### src/rtl/mem_bus_arbiter_pkg.sv
// Shared types and constants for the two-master memory bus arbiter.
package mem_arb_pkg;

    typedef enum logic [1:0] {
        IDLE   = 2'd0,
        ACCESS = 2'd1,
        DONE   = 2'd2
    } arb_state_t;

    localparam int MASTER_CPU = 0;
    localparam int MASTER_AUX = 1;

    // Write mask polarity is active-low: all ones means no byte is written.
    localparam logic [3:0] MASK_NONE = 4'b1111;

endpackage

### src/rtl/mem_bus_arbiter_if.sv
// Requester handshakes plus the memory_bus side of the arbiter, bundled as one interface.
interface mem_bus_arbiter_if #(
    parameter int ADDR_WIDTH = 16,
    parameter int DATA_WIDTH = 32
);
    logic                  m0_req;
    logic                  m0_we;
    logic [ADDR_WIDTH-1:0] m0_address;
    logic [DATA_WIDTH-1:0] m0_wdata;
    logic [3:0]            m0_write_mask;
    logic                  m0_ack;
    logic [DATA_WIDTH-1:0] m0_rdata;

    logic                  m1_req;
    logic                  m1_we;
    logic [ADDR_WIDTH-1:0] m1_address;
    logic [DATA_WIDTH-1:0] m1_wdata;
    logic [3:0]            m1_write_mask;
    logic                  m1_ack;
    logic [DATA_WIDTH-1:0] m1_rdata;

    logic [1:0]            grant;
    logic [ADDR_WIDTH-1:0] bus_address;
    logic [DATA_WIDTH-1:0] bus_data_in;
    logic [3:0]            bus_write_mask;
    logic                  bus_enable;
    logic                  bus_write_enable;
    logic [DATA_WIDTH-1:0] bus_data_out;

    // Arbiter side.
    modport slave (
        input  m0_req, m0_we, m0_address, m0_wdata, m0_write_mask,
        output m0_ack, m0_rdata,
        input  m1_req, m1_we, m1_address, m1_wdata, m1_write_mask,
        output m1_ack, m1_rdata,
        output grant, bus_address, bus_data_in, bus_write_mask,
        output bus_enable, bus_write_enable,
        input  bus_data_out
    );

    // Requesters and memory side.
    modport master (
        output m0_req, m0_we, m0_address, m0_wdata, m0_write_mask,
        input  m0_ack, m0_rdata,
        output m1_req, m1_we, m1_address, m1_wdata, m1_write_mask,
        input  m1_ack, m1_rdata,
        input  grant, bus_address, bus_data_in, bus_write_mask,
        input  bus_enable, bus_write_enable,
        output bus_data_out
    );

endinterface

### src/rtl/mem_bus_arbiter_rr2.sv
// Two-way round-robin picker: one-hot winner from the requests, remembers the last winner.
module arb_rr2
    import mem_arb_pkg::*;
(
    input  logic       clk,
    input  logic       reset,
    input  logic [1:0] req_i,
    input  logic       update_i,
    output logic [1:0] winner_o
);

    // 1 means the aux master won last, so the CPU takes the first tie after reset.
    logic last_grant_q;

    // A lone request wins outright; a tie goes to whoever did not win last time.
    always_comb begin
        winner_o = req_i;
        if (req_i == 2'b11) begin
            winner_o = last_grant_q ? 2'b01 : 2'b10;
        end
    end

    // Record the winner only when a grant is actually taken.
    always_ff @(posedge clk or posedge reset) begin
        if (reset) begin
            last_grant_q <= 1'b1;
        end else if (update_i && (winner_o != 2'b00)) begin
            last_grant_q <= winner_o[MASTER_AUX];
        end
    end

endmodule

### src/rtl/mem_bus_arbiter.sv
// Shares one memory_bus between the CPU (master 0) and an aux master (master 1).
module mem_bus_arbiter
    import mem_arb_pkg::*;
#(
    parameter int ACCESS_CYCLES = 2,
    parameter int ADDR_WIDTH    = 16,
    parameter int DATA_WIDTH    = 32
) (
    input  logic        clk,
    input  logic        reset,
    mem_bus_arbiter_if.slave bif
);

    localparam int                CNT_W    = (ACCESS_CYCLES > 1) ? $clog2(ACCESS_CYCLES) : 1;
    localparam logic [CNT_W-1:0]  CNT_LOAD = CNT_W'(ACCESS_CYCLES - 1);

    arb_state_t            state_q;
    logic [CNT_W-1:0]      count_q;
    logic [1:0]            grant_q;
    logic [ADDR_WIDTH-1:0] bus_address_q;
    logic [DATA_WIDTH-1:0] bus_data_in_q;
    logic [3:0]            bus_write_mask_q;
    logic                  bus_enable_q;
    logic                  bus_write_enable_q;
    logic                  m0_ack_q;
    logic                  m1_ack_q;
    logic [DATA_WIDTH-1:0] m0_rdata_q;
    logic [DATA_WIDTH-1:0] m1_rdata_q;

    logic [1:0]            req;
    logic [1:0]            winner;
    logic                  arb_update;
    logic [ADDR_WIDTH-1:0] addr_d;
    logic [DATA_WIDTH-1:0] wdata_d;
    logic [3:0]            mask_d;
    logic                  we_d;

    assign req        = {bif.m1_req, bif.m0_req};
    assign arb_update = (state_q == IDLE);

    arb_rr2 u_rr (
        .clk      (clk),
        .reset    (reset),
        .req_i    (req),
        .update_i (arb_update),
        .winner_o (winner)
    );

    // Only the winner's request fields reach the bus registers.
    assign addr_d  = winner[MASTER_AUX] ? bif.m1_address    : bif.m0_address;
    assign wdata_d = winner[MASTER_AUX] ? bif.m1_wdata      : bif.m0_wdata;
    assign mask_d  = winner[MASTER_AUX] ? bif.m1_write_mask : bif.m0_write_mask;
    assign we_d    = winner[MASTER_AUX] ? bif.m1_we         : bif.m0_we;

    // Grant, hold the bus for the access window, then ack for one cycle and return through IDLE.
    always_ff @(posedge clk or posedge reset) begin
        if (reset) begin
            state_q            <= IDLE;
            count_q            <= '0;
            grant_q            <= 2'b00;
            bus_address_q      <= '0;
            bus_data_in_q      <= '0;
            bus_write_mask_q   <= MASK_NONE;
            bus_enable_q       <= 1'b0;
            bus_write_enable_q <= 1'b0;
            m0_ack_q           <= 1'b0;
            m1_ack_q           <= 1'b0;
            m0_rdata_q         <= '0;
            m1_rdata_q         <= '0;
        end else begin
            case (state_q)
                IDLE: begin
                    if (winner != 2'b00) begin
                        bus_address_q      <= addr_d;
                        bus_data_in_q      <= wdata_d;
                        bus_write_mask_q   <= mask_d;
                        bus_enable_q       <= 1'b1;
                        bus_write_enable_q <= we_d;
                        grant_q            <= winner;
                        count_q            <= CNT_LOAD;
                        state_q            <= ACCESS;
                    end
                end
                ACCESS: begin
                    if (count_q != '0) begin
                        count_q <= count_q - CNT_W'(1);
                    end else begin
                        if (!bus_write_enable_q) begin
                            if (grant_q[MASTER_CPU]) m0_rdata_q <= bif.bus_data_out;
                            if (grant_q[MASTER_AUX]) m1_rdata_q <= bif.bus_data_out;
                        end
                        bus_enable_q       <= 1'b0;
                        bus_write_enable_q <= 1'b0;
                        bus_write_mask_q   <= MASK_NONE;
                        m0_ack_q           <= grant_q[MASTER_CPU];
                        m1_ack_q           <= grant_q[MASTER_AUX];
                        state_q            <= DONE;
                    end
                end
                DONE: begin
                    m0_ack_q <= 1'b0;
                    m1_ack_q <= 1'b0;
                    grant_q  <= 2'b00;
                    state_q  <= IDLE;
                end
                default: begin
                    state_q <= IDLE;
                end
            endcase
        end
    end

    assign bif.m0_ack           = m0_ack_q;
    assign bif.m1_ack           = m1_ack_q;
    assign bif.m0_rdata         = m0_rdata_q;
    assign bif.m1_rdata         = m1_rdata_q;
    assign bif.grant            = grant_q;
    assign bif.bus_address      = bus_address_q;
    assign bif.bus_data_in      = bus_data_in_q;
    assign bif.bus_write_mask   = bus_write_mask_q;
    assign bif.bus_enable       = bus_enable_q;
    assign bif.bus_write_enable = bus_write_enable_q;

endmodule

### src/flat_wrapper.sv
// flat-port wrapper written by rule: the top's interface ports become plain ports
module mem_bus_arbiter_flat import mem_arb_pkg::*;
#(
    parameter int ACCESS_CYCLES = 2,
    parameter int ADDR_WIDTH    = 16,
    parameter int DATA_WIDTH    = 32
)
  (clk, reset, bif_m0_req, bif_m0_we, bif_m0_address, bif_m0_wdata, bif_m0_write_mask, bif_m0_ack, bif_m0_rdata, bif_m1_req, bif_m1_we, bif_m1_address, bif_m1_wdata, bif_m1_write_mask, bif_m1_ack, bif_m1_rdata, bif_grant, bif_bus_address, bif_bus_data_in, bif_bus_write_mask, bif_bus_enable, bif_bus_write_enable, bif_bus_data_out);
  mem_bus_arbiter_if #(.ADDR_WIDTH(ADDR_WIDTH), .DATA_WIDTH(DATA_WIDTH)) bif_i ();
  input  logic clk;
  input  logic reset;
  input wire logic [$bits(bif_i.m0_req)-1:0] bif_m0_req;
  input wire logic [$bits(bif_i.m0_we)-1:0] bif_m0_we;
  input wire logic [$bits(bif_i.m0_address)-1:0] bif_m0_address;
  input wire logic [$bits(bif_i.m0_wdata)-1:0] bif_m0_wdata;
  input wire logic [$bits(bif_i.m0_write_mask)-1:0] bif_m0_write_mask;
  output wire logic [$bits(bif_i.m0_ack)-1:0] bif_m0_ack;
  output wire logic [$bits(bif_i.m0_rdata)-1:0] bif_m0_rdata;
  input wire logic [$bits(bif_i.m1_req)-1:0] bif_m1_req;
  input wire logic [$bits(bif_i.m1_we)-1:0] bif_m1_we;
  input wire logic [$bits(bif_i.m1_address)-1:0] bif_m1_address;
  input wire logic [$bits(bif_i.m1_wdata)-1:0] bif_m1_wdata;
  input wire logic [$bits(bif_i.m1_write_mask)-1:0] bif_m1_write_mask;
  output wire logic [$bits(bif_i.m1_ack)-1:0] bif_m1_ack;
  output wire logic [$bits(bif_i.m1_rdata)-1:0] bif_m1_rdata;
  output wire logic [$bits(bif_i.grant)-1:0] bif_grant;
  output wire logic [$bits(bif_i.bus_address)-1:0] bif_bus_address;
  output wire logic [$bits(bif_i.bus_data_in)-1:0] bif_bus_data_in;
  output wire logic [$bits(bif_i.bus_write_mask)-1:0] bif_bus_write_mask;
  output wire logic [$bits(bif_i.bus_enable)-1:0] bif_bus_enable;
  output wire logic [$bits(bif_i.bus_write_enable)-1:0] bif_bus_write_enable;
  input wire logic [$bits(bif_i.bus_data_out)-1:0] bif_bus_data_out;
  assign bif_i.m0_req = bif_m0_req;
  assign bif_i.m0_we = bif_m0_we;
  assign bif_i.m0_address = bif_m0_address;
  assign bif_i.m0_wdata = bif_m0_wdata;
  assign bif_i.m0_write_mask = bif_m0_write_mask;
  assign bif_m0_ack = bif_i.m0_ack;
  assign bif_m0_rdata = bif_i.m0_rdata;
  assign bif_i.m1_req = bif_m1_req;
  assign bif_i.m1_we = bif_m1_we;
  assign bif_i.m1_address = bif_m1_address;
  assign bif_i.m1_wdata = bif_m1_wdata;
  assign bif_i.m1_write_mask = bif_m1_write_mask;
  assign bif_m1_ack = bif_i.m1_ack;
  assign bif_m1_rdata = bif_i.m1_rdata;
  assign bif_grant = bif_i.grant;
  assign bif_bus_address = bif_i.bus_address;
  assign bif_bus_data_in = bif_i.bus_data_in;
  assign bif_bus_write_mask = bif_i.bus_write_mask;
  assign bif_bus_enable = bif_i.bus_enable;
  assign bif_bus_write_enable = bif_i.bus_write_enable;
  assign bif_i.bus_data_out = bif_bus_data_out;
  mem_bus_arbiter #(.ACCESS_CYCLES(ACCESS_CYCLES), .ADDR_WIDTH(ADDR_WIDTH), .DATA_WIDTH(DATA_WIDTH)) u_core (.clk(clk), .reset(reset), .bif(bif_i));
endmodule
### config.mk
export PLATFORM = sky130hd
export DESIGN_NAME = mem_bus_arbiter_flat
export DESIGN_NICKNAME = d
export VERILOG_FILES = /design/src/rtl/mem_bus_arbiter_pkg.sv /design/src/rtl/mem_bus_arbiter_if.sv /design/src/rtl/mem_bus_arbiter_rr2.sv /design/src/rtl/mem_bus_arbiter.sv /design/src/flat_wrapper.sv
export SDC_FILE = /design/constraint.sdc
export NUM_CORES = 1
export LEC_CHECK = 0
export ABC_AREA = 1
export BUFFER_PORTS_ARGS = -buffer_cell sky130_fd_sc_hd__buf_4
export CAP_MARGIN = 20
export CORE_MARGIN = 2
export CORE_UTILIZATION = 45
export CTS_CLUSTER_SIZE = 20
export DETAILED_ROUTE_END_ITERATION = 6
export GPL_TIMING_DRIVEN = 0
export PLACE_DENSITY = 0.81
export SLEW_MARGIN = 20
export SYNTH_ARGS = -nofsm -noshare
export SYNTH_HDL_FRONTEND = slang
export SYNTH_SLANG_ARGS = --single-unit
### constraint.sdc
create_clock -name clk -period 5.3 [get_ports clk]
set_input_delay 0.265 -clock clk [delete_from_list [all_inputs] [get_ports clk]]
set_output_delay 0.265 -clock clk [all_outputs]
set_load 0.1 [all_outputs]
==> results of run 1 <==
-- how the worst max path moves through the flow --
| stage | endpoint | cells after the start | from |
|---|---|---|---|
| floorplan | u_core.bif.bus_address[0] | 1 | reset |
| detailed placement | u_core.bif.bus_data_in[4] | 5 | u_core.u_rr.last_grant_q |
| global route | u_core.bif.bus_data_in[4] | 5 | u_core.u_rr.last_grant_q |
| CTS | bif_bus_write_mask[3] | 1 | u_core.bif.bus_write_mask[3] |
| finish | bif_bus_write_mask[2] | 1 | u_core.bif.bus_write_mask[2] |
| global placement | u_core.bif.m0_rdata[22] | 2 | reset |
-- logic make-up (layout without fill, tap and decap cells) --
logic type,Yosys count,count (layout)
AND/OR/NAND/NOR,274,274
AO/OA/AOI/OAI,155,155
buffers and inverters,136,432
flip-flops,126,126
-- cells in the mapped netlist --
library cell,number
nand2_1,200
dfrtp_1,121
inv_1,89
nand3_1,66
o21ai_1,59
o21ai_0,53
a21oi_1,42
buf_2,23
clkbuf_1,12
dfstp_2,5
buf_4,4
buf_6,4
clkbuf_2,3
nand3_4,2
nor2_2,2
nor2_4,2
inv_2,1
nand2_2,1
nor2_1,1
o21ai_2,1
-- final cells by class --
class	instances	area [um^2]	share of cell area (%)
clock inverters	12	156	1.83
plain buffers	46	250	2.93
clock buffers	20	467	5.47
well taps	172	215	2.52
multi-input cells	429	1940	22.7
flip-flops and latches	126	3160	37.0
repair buffers	264	2000	23.5
inverters	90	345	4.04
-- registers in the layout, indices dropped and copies added, names as in the netlist --
register / cells
u_core.bif.bus_address: 16
u_core.bif.bus_data_in: 32
u_core.bif.bus_enable: 1
u_core.bif.bus_write_enable: 1
u_core.bif.bus_write_mask: 4
u_core.bif.grant: 2
u_core.bif.m0_ack: 1
u_core.bif.m0_rdata: 32
u_core.bif.m1_ack: 1
u_core.bif.m1_rdata: 32
u_core.count_q: 1
u_core.state_q: 2
u_core.u_rr.last_grant_q: 1
-- layer usage --
metal / GRT usage (%) / share of wire, % / vias to the layer above
met5: 0 / 0 / -
met3: 8.10 / 9.0 / 33
met4: 8.57 / 2.1 / 0
met2: 45.0 / 50 / 245
met1: 30.8 / 39 / 2671
li1: - / - / 2762
-- timing repair --
item                                    CTS  global route
endpoints found under the setup margin    0             0
hold endpoints to repair                 42             0
hold buffers                              1             0
gates resized for setup                   0             0
-- metrics by stage --
| step | utilization (%) | hold WS (ps) | worst slack [ps] | instance area [um^2] |
|---|---|---|---|---|
| 2_1_floorplan | - | 412 | 1690 | 5690 |
| 3_5_place_dp | 63.4 | 282 | 3840 | 7910 |
| 3_3_place_gp | 63.1 | 456 | 218 | 7870 |
| 4_1_cts | 68.5 | 101 | 3800 | 8540 |
| 6_report | 68.5 | 114 | 3820 | 8540 |
| 5_1_grt | 68.5 | 110 | 3730 | 8540 |
-- placed cells by master (no fill, tap or decap) --
master / instances
o21ai_0: 53
nand2_2: 1
dlygate4sd3_1: 1
clkbuf_8: 3
inv_8: 1
clkinv_2: 2
inv_2: 1
clkbuf_1: 12
nor2_2: 2
nor2_4: 2
o21ai_1: 59
nand3_4: 2
buf_2: 23
dfstp_2: 5
a21oi_1: 42
o21ai_2: 1
buf_6: 4
inv_6: 2
clkinv_4: 1
nor2_1: 1
clkbuf_16: 17
nand2_1: 200
bufinv_16: 3
dfrtp_1: 121
nand3_1: 66
buf_4: 266
inv_1: 88
buf_16: 1
clkbuf_2: 3
clkinvlp_4: 4
==> flow_summary.json, run 1 <==
{
  "status": "finished, final reports clean",
  "r2r_start": "u_core.u_rr.last_grant_q",
  "track_usage_pct": 26.0,
  "vias": 5711,
  "antenna_cells": 0,
  "min_from": "bif_m0_wdata[10]",
  "netlist.area_leader.share_pct": 53.2,
  "fmax_ghz": 0.674,
  "path_clk_slew_ps": 60,
  "final_antenna_net_count": 0,
  "routedWlPerCell_um": 15.0,
  "start_util_pct": 45.6,
  "nFillCells": 1062,
  "min_path_cells": 3,
  "pin_count": 264,
  "yosysUniqueCellTypes": 20,
  "rsz0062_at_grt": "no",
  "fp.dieW_um": 116,
  "min_to": "u_core.bif.bus_data_in[10]",
  "tritoncts": "done",
  "crit_path_start_kind": "flop",
  "rows": 41,
  "synth.area.mux_share_pct": 0,
  "endpoint_kind": "primary output",
  "cts_buffer_depth": 2,
  "cp_max_fo": 2,
  "ys_top_cells_by_area": "dfrtp_1 (53%), nand2_1 (13%), inv_1 (5.9%)",
  "grt_max_degree": 83,
  "finalWeightedCongestion": 0.849,
  "die-area_mm2": 0.0136,
  "tightest_slew_ps": 489,
  "timing.rr.end": "u_core.bif.bus_data_in[4]",
  "fin_nets": 1116,
  "cts_root_buf": "clkbuf_16",
  "first_iter_violations": 325,
  "ys_seq_area_share_pct": 55.5,
  "antenna_found_initial": 0,
  "synth_compound_area_share_pct": 13.7,
  "required_ps": 5040,
  "cts-buffers-inserted": 17,
  "hold_path.class": "input pin to flop",
  "cp.arrival_ps": 1220,
  "critPathKind": "flop to primary output",
  "max_cap_violations": 0,
  "grt_pass1_wl_mm": 27.3,
  "path_cells": "buf_4",
  "avgSynthCellArea_um2": 8.23,
  "grt.overflow.total": 0,
  "fin_tns_setup_ps": 0,
  "detail_route.vias_per_cell": 4.93,
  "critPathSlowestCell": "dfstp_2",
  "critPathMaxStageDelay_ps": 530,
  "syn_to_final_growth_pct": 50.1,
  "htreeDepth": 4,
  "maxSlewHeadroom_pct": 67.4,
  "clk_latency_ps": 400,
  "core_mm2": 0.0125,
  "drc": 0,
  "crit_family": "flip-flops",
  "routed_wl_mm": 17.4,
  "first_global_vias": 5553,
  "port-buffer-count": 262,
  "yosys.area_share.adder_pct": 0,
  "min_period_over_period_pct": 28.0,
  "synth_area_mm2": 0.00569,
  "drive_gt1_share_pct": 34.9,
  "dp_cells": 1126,
  "hold_violations": 0,
  "synth-simple-area-share_pct": 20.4,
  "synthXorXnorAreaFrac_pct": 0,
  "netlist_instances": 691,
  "finClkSkew_ps": 11.5,
  "dp_hpwl_mm": 13.0,
  "timing.reg2reg.setup_slack_ps": 3840,
  "report.final.slew_viol_count": 0,
  "yosysWarnings": 0,
  "die_h_um": 116,
  "synth_top_family_by_area": "simple AND/OR/NAND/NOR gates",
  "ys_ff_latch": 126,
  "fin_cells": 1159,
  "postCtsSetupBuffers": 0,
  "setup_viol": 0,
  "synthesis.nets": 833,
  "r2r_cells": 5,
  "clkSinkCount": 126,
  "drt_first_pass_iters": 7,
  "path_buf_inv": 1,
  "fin_crit_ps": 1480,
  "synth_top_area_cell": "dfrtp_1"
}
Power of run 1 is left out: the tool's default activity adds up to more than one toggle a clock period on the data nets, which glitch-free logic cannot reach.
==> run 2, diff against run 1 <==
--- a/config.mk
+++ b/config.mk
@@ -9,11 +9,11 @@
 export BUFFER_PORTS_ARGS = -buffer_cell sky130_fd_sc_hd__buf_4
 export CAP_MARGIN = 20
 export CORE_MARGIN = 2
-export CORE_UTILIZATION = 45
+export CORE_UTILIZATION = 42
 export CTS_CLUSTER_SIZE = 20
 export DETAILED_ROUTE_END_ITERATION = 6
 export GPL_TIMING_DRIVEN = 0
-export PLACE_DENSITY = 0.81
+export PLACE_DENSITY = 0.79
 export SLEW_MARGIN = 20
 export SYNTH_ARGS = -nofsm -noshare
 export SYNTH_HDL_FRONTEND = slang
==> constraint.sdc (replaced) <==
create_clock -name clk -period 1.3 [get_ports clk]
set_input_delay 0.065 -clock clk [delete_from_list [all_inputs] [get_ports clk]]
set_output_delay 0.065 -clock clk [all_outputs]
set_load 0.1 [all_outputs]
==> flow_summary.json, run 2 (same netlist as run 1, synthesis figures left out) <==
{
  "status": "finished, violations left",
  "rows": 42,
  "design_area_mm2": 0.0109,
  "setup_viol": 85,
  "max_cap_violations": 0,
  "tritoncts": "done",
  "holdWs_ps": 5.08,
  "port-buffer-count": 262,
  "core_mm2": 0.0132,
  "first_iter_violations": 622,
  "min_to": "u_core.bif.bus_write_enable",
  "finClkSkew_ps": 12.5,
  "hold_path.class": "input pin to flop",
  "final_cell_mix": "buf_4 (266), nand2_1 (157), dfrtp_1 (117)",
  "timing.reg2reg.setup_slack_ps": -140,
  "htreeDepth": 4,
  "track_usage_pct": 30.7,
  "routed_wl_mm": 26.0,
  "fin_tns_setup_ps": -2380,
  "cts_root_buf": "clkbuf_16",
  "cp_max_fo": 10,
  "required_ps": 1600,
  "critPathKind": "flop to flop",
  "pin_count": 264,
  "min_from": "bif_m1_we",
  "min_period_over_period_pct": 111,
  "drive_gt1_share_pct": 43.6,
  "report.final.slew_viol_count": 0,
  "grt_max_degree": 36,
  "path_clk_slew_ps": 60,
  "min_path_cells": 5,
  "fmax_ghz": 0.695,
  "rsz0062_at_grt": "yes",
  "clk_latency_ps": 420,
  "r2r_cells": 5,
  "routedWlPerCell_um": 19.9,
  "die-area_mm2": 0.0145,
  "cts_buffer_depth": 2,
  "antenna_cells": 0,
  "start_util_pct": 43.0,
  "syn_to_final_growth_pct": 92.3,
  "die_h_um": 120,
  "fp.dieW_um": 120,
  "grt_pass1_wl_mm": 34.6,
  "drc": 0,
  "fin_crit_ps": 1440,
  "finalWeightedCongestion": 0.845,
  "fin_nets": 1264,
  "endpoint_kind": "flop",
  "worst_slack_ps": -139,
  "cp.arrival_ps": 1740,
  "drt_first_pass_iters": 7,
  "dp_hpwl_mm": 13.4,
  "tightest_slew_ps": 860,
  "crit_path_start_kind": "flop",
  "vias": 6965,
  "final_antenna_net_count": 0,
  "hold_violations": 0,
  "grt.overflow.total": 0,
  "fin_cells": 1311,
  "first_global_vias": 6763,
  "mostFrequentLayoutCell": "buf_4",
  "maxSlewHeadroom_pct": 42.7,
  "cts-buffers-inserted": 17,
  "r2r_start": "u_core.count_q",
  "timing.rr.end": "u_core.bif.m1_rdata[21]",
  "detail_route.vias_per_cell": 5.31,
  "clkSinkCount": 126,
  "violations": "negative setup slack",
  "dpl_cell_area_mm2": 0.00797,
  "dp_cells": 1133,
  "antenna_found_initial": 0
}
## run 2: changes by cell type in the layout (fill, tap and decap cells not counted), sizes merged
cell,previous run,this run
nand3,68,71
dlygate4sd3,1,110
clkinv,3,10
clkinvlp,4,3
clkbuf,35,37
inv,92,90
buf,294,324
## run 2: how the worst max path moves through the flow
stage                                startpoint                        end  slack [ps]
finish                           u_core.count_q    u_core.bif.m1_rdata[21]        -140
global route                     u_core.count_q    u_core.bif.m1_rdata[21]        -170
CTS                           u_core.state_q[1]     u_core.bif.m0_rdata[5]         -30
detailed placement            u_core.state_q[1]  u_core.bif.bus_data_in[5]        -160
global placement                          reset     u_core.bif.m1_rdata[1]       -1150
floorplan           u_core.bif.bus_write_enable    u_core.bif.m0_rdata[10]        -420
## run 2: metal layers
layer | vias to the layer above | GRT usage [%] | part of all wire [%]
met5 | - | 0 | 0
met2 | 468 | 54.1 | 53
met1 | 3356 | 35.4 | 36
li1 | 3064 | - | -
met3 | 77 | 7.74 | 8.5
met4 | 0 | 12.9 | 3.3
## run 2: stage by stage
stage	util, %	worst slack [ps]
after detailed placement	60.2	-161
after CTS	75.7	-34.6
after floorplan	-	-415
after global placement	59.5	-1150
final	82.6	-139
after global routing	82.6	-175
## run 2: layout make-up
cell class / instances / area (um^2)
timing repair buffer: 408 / 3660
sequential: 126 / 3160
multi-input combinational: 432 / 2480
fill: 704 / 2310
buffer: 46 / 468
clock buffer: 17 / 425
inverter: 90 / 342
tap: 176 / 220
clock inverter: 15 / 171
timing repair inverter: 1 / 5.00
## run 2: worst max-delay path: stages, from the launching register on
cell,delay [ps]
dfrtp_1,430
nor2_4,180
buf_6,120
nand3_4,150
buf_6,200
o21ai_1,250
## run 2: timing repair
action / in CTS / in global routing
buffers inserted: 8 / 8
pin swaps: 4 / 19
endpoints found under the hold margin: 133 / 0
cloned: 6 / 14
gates resized for setup: 97 / 184
hold buffers: 110 / 0
setup endpoints to repair: 116 / 159
Power of run 2 is left out for the same reason.
==> run 3, diff against run 2 <==
--- a/config.mk
+++ b/config.mk
@@ -5,7 +5,6 @@
 export SDC_FILE = /design/constraint.sdc
 export NUM_CORES = 1
 export LEC_CHECK = 0
-export ABC_AREA = 1
 export BUFFER_PORTS_ARGS = -buffer_cell sky130_fd_sc_hd__buf_4
 export CAP_MARGIN = 20
 export CORE_MARGIN = 2
@@ -13,7 +12,7 @@
 export CTS_CLUSTER_SIZE = 20
 export DETAILED_ROUTE_END_ITERATION = 6
 export GPL_TIMING_DRIVEN = 0
-export PLACE_DENSITY = 0.79
+export PLACE_DENSITY = 0.8
 export SLEW_MARGIN = 20
 export SYNTH_ARGS = -nofsm -noshare
 export SYNTH_HDL_FRONTEND = slang
==> flow_summary.json, run 3 <==
{
  "cp_max_fo": 4,
  "fin_cells": 1067,
  "finClkSkew_ps": 19.3,
  "clk_latency_ps": 440,
  "yosysWarnings": 0,
  "ys.flop_type": "dfrtp_1",
  "grt_max_degree": 36,
  "required_ps": 1590,
  "report.final.slew_viol_count": 0,
  "timing.rr.end": "u_core.bif.bus_address[2]",
  "syn_to_final_growth_pct": 111,
  "r2r_cells": 5,
  "grt_pass1_wl_mm": 35.4,
  "synth_edf_count": 0,
  "crit_path_start_kind": "flop",
  "rsz0062_at_grt": "yes",
  "avgSynthCellArea_um2": 12.8,
  "ys_ff_latch": 126,
  "endpoint_kind": "flop",
  "first_global_vias": 6298,
  "max_cap_violations": 0,
  "clkSinkCount": 126,
  "detail_route.vias_per_cell": 5.84,
  "netlist.area_leader.share_pct": 56.6,
  "port-buffer-count": 263,
  "dp_hpwl_mm": 11.9,
  "pin_count": 264,
  "status": "finished, violations left",
  "timing.reg2reg.setup_slack_ps": -330,
  "critPathMaxStageDelay_ps": 550,
  "vias": 6232,
  "fmax_ghz": 0.613,
  "violations": "negative setup slack",
  "ys_seq_area_share_pct": 59.0,
  "grt.overflow.total": 0,
  "die_h_um": 117,
  "dp_cells": 856,
  "maxSlewHeadroom_pct": 50.3,
  "drive_gt1_share_pct": 61.5,
  "rows": 41,
  "synth_most_common_cell": "dfrtp_1",
  "synth_area_mm2": 0.00535,
  "post-place-ws_ps": -350,
  "drc": 0,
  "start_util_pct": 42.8,
  "antenna_found_initial": 0,
  "min_to": "u_core.bif.grant[0]",
  "worst_slack_ps": -331,
  "critPathSlowestCell": "dfstp_2",
  "cts_buffer_depth": 2,
  "min_from": "bif_m0_req",
  "drt_first_pass_iters": 5,
  "synthArstFlopShare_pct": 100,
  "hold_violations": 0,
  "ys_top_cells_by_area": "dfrtp_1 (57%), mux2_2 (13%), mux2i_1 (10%)",
  "cts-buffers-inserted": 17,
  "routed_wl_mm": 29.2,
  "cp.arrival_ps": 1920,
  "crit_family": "flip-flops",
  "die-area_mm2": 0.0137,
  "min_path_cells": 3,
  "final_antenna_net_count": 0,
  "setup_viol": 125,
  "design_area_mm2": 0.0113,
  "dpl_cell_area_mm2": 0.00773,
  "synth_common_cells": "dfrtp_1 (121), a21oi_1 (98), mux2_2 (64)",
  "yosysUniqueCellTypes": 26,
  "core_mm2": 0.0125,
  "path_buf_inv": 2,
  "path_cells": "a21bo_4 > buf_16 > buf_8 > mux2i_1 > a21oi_2",
  "fp.dieW_um": 117,
  "tightest_slew_ps": 746,
  "netlist_instances": 417,
  "synthesis.nets": 559,
  "final_cell_mix": "buf_4 (274), dlygate4sd3_1 (141), dfrtp_1 (114)",
  "routedWlPerCell_um": 27.4,
  "critPathKind": "flop to flop",
  "first_iter_violations": 615,
  "antenna_cells": 0,
  "cts_root_buf": "clkbuf_16",
  "min_period_over_period_pct": 125,
  "r2r_start": "u_core.u_rr.last_grant_q",
  "mostFrequentLayoutCell": "buf_4",
  "finalWeightedCongestion": 0.811,
  "synth_top_area_cell": "dfrtp_1",
  "track_usage_pct": 35.3,
  "htreeDepth": 4,
  "tritoncts": "done",
  "hold_path.class": "input pin to flop",
  "fin_crit_ps": 1630,
  "fin_nets": 1024,
  "fin_tns_setup_ps": -29580,
  "path_clk_slew_ps": 60
}
run 3: cell count changes after synthesis, sizes merged, moves of 3 or more:
cell	before	now
nand2	201	11
o21ai	113	4
inv	90	8
nand3	68	0
mux2	0	64
a21oi	42	98
mux2i	0	54
buf	31	20
a22oi	0	6
clkbuf	15	11
nor2	5	2
run 3: what timing repair did:
| item | in CTS | in global routing |
|---|---|---|
| buffers inserted | 22 | 10 |
| hold buffers | 141 | 0 |
| setup endpoints to repair | 126 | 154 |
| pin swaps | 23 | 32 |
| hold endpoints to repair | 153 | 0 |
| cloned | 10 | 6 |
| resized for setup | 70 | 161 |
run 3: worst max-delay path by stage:
stage / depth (start not counted) / startpoint / end / slack (ps)
6_report: 5 / u_core.u_rr.last_grant_q / u_core.bif.bus_address[2] / -330
4_1_cts: 5 / u_core.state_q[1] / u_core.bif.m0_rdata[9] / -260
5_1_grt: 6 / u_core.state_q[0] / u_core.bif.m1_rdata[30] / -330
3_3_place_gp: 2 / reset / u_core.bif.grant[1] / -1200
2_1_floorplan: 1 / reset / u_core.bif.bus_write_enable / -450
3_5_place_dp: 5 / u_core.state_q[1] / u_core.bif.m1_rdata[27] / -350
run 3: logic make-up after synthesis:
| logic type | Yosys count | share of synthesized area, % |
|---|---|---|
| buffers and inverters | 39 | 4.02 |
| AND/OR/NAND/NOR | 20 | 2.13 |
| flip-flops | 126 | 59.0 |
| multiplexers | 118 | 23.6 |
| AO/OA/AOI/OAI | 114 | 11.3 |
run 3: layer usage:
| layer | global-route usage, % | vias to the layer above | wire length (um) |
|---|---|---|---|
| li1 | - | 2434 | - |
| met1 | 39.1 | 3029 | 10100 |
| met2 | 61.0 | 604 | 13900 |
| met3 | 10.8 | 165 | 3160 |
| met4 | 18.7 | 0 | 2020 |
| met5 | 0 | - | 0 |
run 3: stage by stage:
stage	hold WS, ps	utilization [%]
finish	91.5	90.2
global route	137	90.2
CTS	41.0	84.1
detailed placement	122	61.7
global placement	241	61.0
floorplan	128	-
run 3: final cells by class:
class	instances	area (um^2)
Timing Repair Buffer	447	4050
Sequential cell	126	3170
Multi-Input combinational cell	253	2740
Fill cell	425	1220
Clock buffer	19	453
Buffer	28	392
Clock inverter	13	236
Tap cell	172	215
Inverter	8	36.3
Timing Repair inverter	1	5.00
run 3: tightest hold or removal path, stage by stage:
cell,delay (ps)
buf_4,110
a32oi_1,90
o21ai_0,200
Power of run 3 is left out for the same reason.
